--- config.mk ---
export PLATFORM = sky130hd
export DESIGN_NAME = debug_loader
export DESIGN_NICKNAME = d
export VERILOG_FILES = /design/src/rtl/debug_pkg.sv /design/src/rtl/word_assembler.sv /design/src/rtl/debug_loader.sv
export SDC_FILE = /design/constraint.sdc
export NUM_CORES = 1
export LEC_CHECK = 0
export CAP_MARGIN = 0
export CORE_MARGIN = 5
export CORE_UTILIZATION = 54
export CTS_CLUSTER_DIAMETER = 120
export DETAILED_ROUTE_END_ITERATION = 6
export PLACE_DENSITY = 0.91
export SKIP_CTS_REPAIR_TIMING = 1
export SYNTH_ARGS = -nofsm -noshare
export SYNTH_HDL_FRONTEND = slang
export SYNTH_HIERARCHICAL = 1
export SYNTH_SLANG_ARGS = --single-unit
--- constraint.sdc ---
create_clock -name clk -period 3.1 [get_ports clk]
set_clock_uncertainty 0.05 [all_clocks]
set_input_delay 0.465 -clock clk [delete_from_list [all_inputs] [get_ports clk]]
set_output_delay 0.465 -clock clk [all_outputs]
set_load 0.02 [all_outputs]
--- src/rtl/debug_pkg.sv ---
// debug_pkg: command opcodes, ack codes and FSM state encoding for the debug loader
package debug_pkg;
  localparam logic [7:0] CMD_LOAD = 8'h01;
  localparam logic [7:0] CMD_RUN  = 8'h02;
  localparam logic [7:0] CMD_STEP = 8'h03;
  localparam logic [7:0] CMD_HALT = 8'h04;
  localparam logic [7:0] ACK_HALT = 8'h48;
  localparam logic [7:0] ACK_STEP = 8'h53;
  typedef enum logic [2:0] {
    S_IDLE, S_LOAD_COUNT, S_LOAD_BYTE, S_WRITE, S_RUN, S_STEP, S_SEND, S_WAIT_TX
  } state_t;
endpackage

--- src/rtl/word_assembler.sv ---
// word_assembler: packs bytes MSB first into a word, strobing word_valid with the last byte
module word_assembler #(
  parameter int LEN = 32
) (
  input  logic           clk,
  input  logic           reset,
  input  logic           clear,
  input  logic           byte_valid,
  input  logic [7:0]     byte_data,
  output logic [LEN-1:0] word,
  output logic           word_valid
);
  localparam int CW = $clog2(LEN / 8);
  logic [LEN-9:0] shift;
  logic [CW-1:0]  cnt;
  // word is combinational so the top can register it in the same edge as the final byte
  assign word       = {shift, byte_data};
  assign word_valid = byte_valid && cnt == CW'(LEN / 8 - 1);
  always_ff @(posedge clk or negedge reset) begin
    if (!reset) begin
      shift <= '0;
      cnt   <= '0;
    end else if (clear) begin
      shift <= '0;
      cnt   <= '0;
    end else if (byte_valid) begin
      shift <= word[LEN-9:0];
      cnt   <= cnt + 1'b1;
    end
  end
endmodule

--- src/rtl/debug_loader.sv ---
// debug_loader: UART-driven instruction loader and run/step/halt controller for the pipeline
module debug_loader
  import debug_pkg::*;
#(
  parameter int LEN    = 32,
  parameter int ADDR_W = 8
) (
  input  logic              clk,
  input  logic              reset,
  input  logic [7:0]        in_rx_data,
  input  logic              in_rx_done,
  input  logic              in_tx_done,
  input  logic              in_halt,
  output logic [7:0]        out_tx_data,
  output logic              out_tx_start,
  output logic [ADDR_W-1:0] out_imem_addr,
  output logic [LEN-1:0]    out_imem_data,
  output logic              out_imem_write,
  output logic              out_pc_enable,
  output logic              out_cpu_reset
);
  state_t state, state_n;
  logic [7:0] n_words, n_words_n, word_cnt, word_cnt_n, tx_data_n;
  logic [ADDR_W-1:0] addr_n;
  logic [LEN-1:0] data_n, word;
  logic tx_start_n, write_n, pc_en_n, cpu_reset_n, word_valid, load_start;
  assign load_start = state == S_IDLE && in_rx_done && in_rx_data == CMD_LOAD;
  word_assembler #(.LEN(LEN)) u_asm (
    .clk        (clk),
    .reset      (reset),
    .clear      (load_start),
    .byte_valid (in_rx_done && state == S_LOAD_BYTE),
    .byte_data  (in_rx_data),
    .word       (word),
    .word_valid (word_valid)
  );
  always_comb begin
    state_n     = state;
    n_words_n   = n_words;
    word_cnt_n  = word_cnt;
    tx_data_n   = out_tx_data;
    addr_n      = out_imem_addr;
    data_n      = out_imem_data;
    tx_start_n  = 1'b0;
    write_n     = 1'b0;
    pc_en_n     = 1'b0;
    cpu_reset_n = out_cpu_reset;
    case (state)
      S_IDLE: if (in_rx_done) begin
        if (in_rx_data == CMD_LOAD) begin
          state_n     = S_LOAD_COUNT;
          addr_n      = '0;
          cpu_reset_n = 1'b0;
        end else if (in_rx_data == CMD_RUN) begin
          state_n = S_RUN;
          pc_en_n = 1'b1;
        end else if (in_rx_data == CMD_STEP) begin
          state_n = S_STEP;
          pc_en_n = 1'b1;
        end else if (in_rx_data == CMD_HALT) begin
          state_n   = S_SEND;
          tx_data_n = ACK_HALT;
        end
      end
      S_LOAD_COUNT: if (in_rx_done) begin
        n_words_n  = in_rx_data;
        word_cnt_n = '0;
        state_n    = in_rx_data == 8'h00 ? S_SEND : S_LOAD_BYTE;
        tx_data_n  = in_rx_data == 8'h00 ? 8'h00 : out_tx_data;
      end
      S_LOAD_BYTE: if (word_valid) begin
        state_n = S_WRITE;
        write_n = 1'b1;
        data_n  = word;
      end
      S_WRITE: begin
        addr_n     = out_imem_addr + 1'b1;
        word_cnt_n = word_cnt + 8'd1;
        state_n    = word_cnt_n == n_words ? S_SEND : S_LOAD_BYTE;
        tx_data_n  = word_cnt_n == n_words ? n_words : out_tx_data;
      end
      S_RUN: begin
        state_n   = in_halt || (in_rx_done && in_rx_data == CMD_HALT) ? S_SEND : S_RUN;
        tx_data_n = state_n == S_SEND ? ACK_HALT : out_tx_data;
        pc_en_n   = state_n == S_RUN;
      end
      S_STEP: begin
        state_n   = S_SEND;
        tx_data_n = ACK_STEP;
      end
      S_SEND: begin
        state_n    = S_WAIT_TX;
        tx_start_n = 1'b1;
      end
      S_WAIT_TX: if (in_tx_done) begin
        state_n     = S_IDLE;
        cpu_reset_n = 1'b1;
      end
      default: state_n = S_IDLE;
    endcase
  end
  always_ff @(posedge clk or negedge reset) begin
    if (!reset) begin
      state          <= S_IDLE;
      n_words        <= '0;
      word_cnt       <= '0;
      out_tx_data    <= '0;
      out_tx_start   <= 1'b0;
      out_imem_addr  <= '0;
      out_imem_data  <= '0;
      out_imem_write <= 1'b0;
      out_pc_enable  <= 1'b0;
      out_cpu_reset  <= 1'b1;
    end else begin
      state          <= state_n;
      n_words        <= n_words_n;
      word_cnt       <= word_cnt_n;
      out_tx_data    <= tx_data_n;
      out_tx_start   <= tx_start_n;
      out_imem_addr  <= addr_n;
      out_imem_data  <= data_n;
      out_imem_write <= write_n;
      out_pc_enable  <= pc_en_n;
      out_cpu_reset  <= cpu_reset_n;
    end
  end
endmodule

==> impl_metrics.py, run 1 <==
metrics = {
    "min_path": {
        "hold_path_class": "in2async",
    },
    "routing": {
        "vias": 3162,
        "wire_per_inst_um": 17.54,
        "drtPass1Iterations": 5,
        "totalWireLength_um": 9559,
        "drt_iter0_drc": 247,
        "vias_per_cell": 5.802,
        "ant_nets": 0,
        "drc": 0,
    },
    "layout": {
        "multi_input_area_mm2": 0.001881,
        "final_nets": 451,
        "syn_to_final_growth_pct": 19.06,
        "seqCellArea_mm2": 0.002429,
        "drive_above_1_share": 0.1591,
        "nFillCells": 589,
        "n_antenna_cell": 0,
    },
    "synth": {
        "synth-edff-count": 0,
        "synth_area_mm2": 0.004511,
        "synthFlopType": "dfrtp_1",
        "synth-seq-cells": 97,
        "synthArstFlopShare": 1.000,
        "syn_inst": 383,
        "synthesis.nets": 399,
        "synth.distinct_cells": 51,
        "seq_area_frac_synth": 0.5384,
        "syn_avg_cell_area_um2": 11.78,
        "ys_warn_count": 6,
    },
    "timing": {
        "maxSlewViolCount": 0,
        "rsz0062_at_grt": "no",
        "hold-worst-slack_ps": 86.80,
        "min_period_ps": 2607,
        "worst_slack_ps": 493.2,
        "setup_tns_ps": 0,
        "hold_viol": 0,
        "setup_viol": 0,
        "maxSlewHeadroom": 0.5201,
        "tightest_slew_ps": 719.9,
        "period_share": 0.8409,
        "fmaxAchievable_mhz": 383.6,
    },
    "clocking": {
        "numCtsBuffers": 9,
        "insertion_delay_ps": 370,
        "clkTransAtPathRegs_ps": 100,
        "cts_num_sinks": 97,
        "h-tree-depth": 3,
        "clock_tree.root_cell": "clkbuf_8",
        "cts_buffer_depth": 2,
        "cts_tree": "built",
    },
    "power_and_ir_drop": {
        "leakage_nw": 2.290,
        "peakVddDrop_mv": 0.7101,
        "power_density_mw_per_mm2": 1055,
        "power_mw": 5.664,
    },
    "global_route": {
        "grt_pass1_vias": 3281,
        "grt_max_degree": 59,
        "grt_pass1_wl_um": 16420,
        "antenna_found_initial": 0,
        "track_usage": 0.2013,
        "grt-ovfl-total": 0,
    },
    "floorplan": {
        "io_pins": 65,
        "initial_core_util": 0.5517,
        "die_area_mm2": 0.01028,
        "design.core.area_mm2": 0.008175,
        "num_rows": 33,
        "chipWidth_um": 101.4,
        "die_y_um": 101.4,
    },
    "worst_setup_path": {
        "worst-path-buf-inv": 0,
        "crit_path_cell_trace": "ha_1 > nand3_1 > o21ai_0 > nand4_1 > o41ai_4 > nand2_2 > a22o_1",
        "critical_path.max_stage_delay_ps": 540,
        "criticalPathCategory": "reg2reg",
        "cp.arrival_ps": 2820,
        "crit_fanout": 7,
        "cp_slowest_cell": "o41ai_4",
        "critical_path.top_delay_family": "compound AO/OA/AOI/OAI gates",
        "worst_setup_path_end_kind": "flop",
        "crit_path_start_kind": "flop",
        "required_ps": 3310,
    },
    "placed_design": {
        "routabilityCongestion": 0.8790,
        "io_buffer_count": 64,
        "dpl.hpwl_um": 6676,
        "dp_slack_ps": 282.3,
    },
    "status": {
        "status": "finished, final reports clean",
    },
    "run": {
        "maxCapViolCount": 0,
    },
}
power breakdown:
part           total (mW)  switching (mW)  internal, mW
combinational        2.57            1.34          1.23
clock               0.806           0.473         0.332
sequential           2.29           0.491          1.80
total                5.66            2.30          3.36
routing by layer:
metal,track usage,vias to the layer above,part of all wire
met5,0,-,0
met1,0.2646,1599,0.43
li1,-,1447,-
met3,0.04339,17,0.058
met2,0.3295,99,0.50
met4,0.07566,0,0.019
cells by family after synthesis:
group | share of synthesized area
compound gates | 0.08377
flops | 0.5384
simple gates | 0.1320
mux | 0.1601
xor+xnor | 0.03107
buf+inv | 0.04632
fa+ha+maj | 0.008323
per-stage QoR:
step	util	std cells	instance area (µm²)
after floorplan	-	383	4511
after CTS	0.6569	545	5370
final	0.6569	545	5370
after detailed placement	0.6332	529	5176
after global routing	0.6569	545	5370
after global placement	0.6332	529	5176
worst reg2reg max path, delay by kind of cell (launching register included):
family	cells	cell delay, ps
flip-flops	1	490
AO/OA/AOI/OAI	3	1080
adder cells (fa/ha/maj)	1	290
AND/OR/NAND/NOR	3	600
synth_stat cells (4+ instances only):
master / n / area, µm²
dfrtp_1: 96 / 2402
nor2_1: 48 / 180.2
mux2_2: 32 / 360.4
mux2i_1: 26 / 260.3
o21ai_0: 18 / 90.09
nand2_1: 14 / 52.55
buf_2: 12 / 60.06
xnor2_1: 12 / 105.1
a21oi_1: 11 / 55.05
nand3_1: 10 / 50.05
mux2_1: 9 / 101.4
buf_4: 8 / 60.06
clkbuf_1: 6 / 22.52
nand4_1: 5 / 31.28
nor2b_1: 5 / 31.28
a22o_1: 4 / 35.03
and3_1: 4 / 25.02
inv_1: 4 / 15.01
nor3_1: 4 / 20.02
nor3b_1: 4 / 30.03
xor2_1: 4 / 35.03
path summary, 6_finish.rpt:
kind                             startpoint               end  slack, ps  depth (start not counted)
min reg2reg                out_imem_data[5]  out_imem_data[5]        450                          1
min in group clk           out_imem_data[5]  out_imem_data[5]        450                          1
min                                   reset  out_imem_data[4]         90                          1
max reg2reg                     word_cnt[0]    out_tx_data[2]        490                          7
max                             word_cnt[0]    out_tx_data[2]        490                          7
max in group asynchronous             reset   u_asm/shift[22]       2230                          2
sequential cells by signal, summed over array words and instances (netlist names):
signal,count
u_asm/cnt,2
out_imem_write,1
u_asm/shift,24
out_tx_data,8
out_cpu_reset,1
out_imem_addr,8
out_tx_start,1
state,3
out_pc_enable,1
word_cnt,8
out_imem_data,32
n_words,8
cell usage in the layout, fill, tap and decap left out, drive strengths merged, types with 11 or more instances in the layout:
cell type and instances:
dfrtp 96, xnor2 12, a21oi 11, nand2 15, mux2i 26, mux2 41
clkdlybuf4s50 63, nor2 49, o21ai 19
cell type report:
class	count	share of cell area
well taps	105	0.02446
inverters	4	0.002796
clock buffers	10	0.02563
clock inverters	6	0.01048
flip-flops and latches	97	0.4522
multi-input cells	253	0.3502
repair buffers	70	0.1342
No activity file was read; power rests on OpenSTA's default activity.
==> run 2: changes to the inputs <==
==> constraint.sdc (replaced) <==
create_clock -name clk -period 2.7 [get_ports clk]
set_clock_uncertainty 0.05 [all_clocks]
set_input_delay 0.405 -clock clk [delete_from_list [all_inputs] [get_ports clk]]
set_output_delay 0.405 -clock clk [all_outputs]
set_load 0.02 [all_outputs]
==> impl_metrics.py, run 2 (synthesis results as in run 1) <==
metrics = {
    "placed_design": {
        "dpl.hpwl_um": 6710,
        "placed_area_mm2": 0.005244,
        "io_buffer_count": 64,
        "routabilityCongestion": 0.8544,
    },
    "layout": {
        "largest_registers": "out_imem_data: 32 flops, u_asm/shift: 24 flops",
        "final_nets": 461,
        "stdcell_area_mm2": 0.005453,
        "mostFrequentLayoutCells": "96 x dfrtp_1, 63 x clkdlybuf4s50_1, 47 x nor2_1",
        "layout_commonest_cell": "dfrtp_1",
        "regMostFlops": "out_imem_data",
        "drive_above_1_share": 0.1778,
        "largest_reg_flops": 32,
        "n_antenna_cell": 0,
        "syn_to_final_growth_pct": 20.89,
    },
    "floorplan": {
        "chipWidth_um": 101.4,
        "num_rows": 33,
        "io_pins": 65,
        "die_y_um": 101.4,
        "initial_core_util": 0.5517,
        "design.core.area_mm2": 0.008175,
        "die_area_mm2": 0.01028,
    },
    "clocking": {
        "cts_buffer_depth": 2,
        "cts_num_sinks": 97,
        "clkTransAtPathRegs_ps": 110,
        "numCtsBuffers": 9,
        "h-tree-depth": 3,
        "cts_tree": "built",
        "clock_tree.root_cell": "clkbuf_8",
        "insertion_delay_ps": 380,
    },
    "power_and_ir_drop": {
        "clkPwrFrac": 0.143,
        "power_switching_share": 0.4074,
        "leakage_nw": 2.339,
        "p_comb_frac": 0.461,
        "peakVddDrop_mv": 0.8137,
        "pwr-share-seq": 0.397,
        "power.internal_mw": 3.882,
        "power_density_mw_per_mm2": 1201,
        "power_mw": 6.551,
        "switchingPower_mw": 2.669,
    },
    "routing": {
        "totalWireLength_um": 9699,
        "vias": 3168,
        "drt_iter0_drc": 195,
        "ant_nets": 0,
        "drc": 0,
        "wire_per_inst_um": 17.48,
        "drtPass1Iterations": 4,
        "vias_per_cell": 5.708,
    },
    "worst_setup_path": {
        "worst_setup_path_end_kind": "flop",
        "crit_fanout": 7,
        "cp-startpoint": "word_cnt[0]",
        "crit_path_start_kind": "flop",
        "reg2reg_depth": 7,
        "required_ps": 2920,
        "r2r-start": "word_cnt[0]",
        "cp.arrival_ps": 2660,
        "criticalPathCategory": "reg2reg",
    },
    "timing": {
        "setup_tns_ps": 0,
        "hold_viol": 0,
        "setup_viol": 0,
        "period_share": 0.9053,
        "tightest_slew_ps": 659.1,
        "min_period_ps": 2444,
        "fmaxAchievable_mhz": 409.1,
        "maxSlewViolCount": 0,
        "rsz0062_at_grt": "no",
        "maxSlewHeadroom": 0.5592,
        "hold-worst-slack_ps": 450.4,
    },
    "min_path": {
        "min_delay_path_depth": 1,
        "min_from": "out_imem_data[9]",
        "hold_path_class": "reg2reg",
    },
    "run": {
        "maxCapViolCount": 0,
    },
    "global_route": {
        "grt_max_degree": 62,
        "grt-ovfl-total": 0,
        "grt_pass1_vias": 3322,
        "antenna_found_initial": 0,
        "track_usage": 0.2067,
        "grt_pass1_wl_um": 16390,
    },
    "status": {
        "status": "finished, final reports clean",
    },
}
run 2: layout make-up:
| type | instances | area (µm²) |
|---|---|---|
| multi-input cells | 253 | 1886 |
| inverters | 4 | 15.01 |
| clock inverters | 7 | 70.07 |
| fillers | 598 | 2723 |
| clock buffers | 9 | 123.9 |
| well taps | 105 | 131.4 |
| repair buffers | 80 | 798.3 |
| flip-flops and latches | 97 | 2429 |
run 2: path summary, 6_finish.rpt:
check                                   endpoint  slack [ps]
min in group asynchronous            word_cnt[7]         470
worst min-delay path            out_imem_data[9]         450
max in group asynchronous          out_cpu_reset        1420
worst min register to register  out_imem_data[9]         450
worst max register to register    out_tx_data[5]         260
worst max-delay path              out_tx_data[5]         260
run 2: power groups by stage:
| stage | clock network (mW) | logic [mW] | registers (mW) |
|---|---|---|---|
| 3_3_place_gp | 0 | 2.89 | 2.59 |
| 3_5_place_dp | 0 | 3.01 | 2.62 |
| 2_1_floorplan | 0 | 1.72 | 2.80 |
| 5_1_grt | 1.01 | 3.29 | 2.69 |
| 6_report | 0.934 | 3.02 | 2.60 |
| 4_1_cts | 0.954 | 3.03 | 2.60 |
run 2: routing by layer:
| metal | wire (µm) | global-route usage |
|---|---|---|
| met5 | 0 | 0 |
| met4 | 218 | 0.08896 |
| met3 | 631 | 0.04890 |
| met2 | 4637 | 0.3209 |
| met1 | 4211 | 0.2795 |
run 2: worst max-delay path: stages (launching register included):
cell     delay (ps)
dfrtp_1         470
ha_1            280
nand3_1         190
o21ai_0         230
nand4_1         190
o41ai_4         480
nand2_2         170
a22o_1          260
run 2: stage by stage:
| step | cells | util | setup slack, ps |
|---|---|---|---|
| floorplan | 383 | - | 191.6 |
| global placement | 538 | 0.6414 | 223.9 |
| detailed placement | 538 | 0.6414 | 151.8 |
| CTS | 554 | 0.6651 | 182.3 |
| global route | 555 | 0.6670 | 8.166 |
| finish | 555 | 0.6670 | 255.6 |
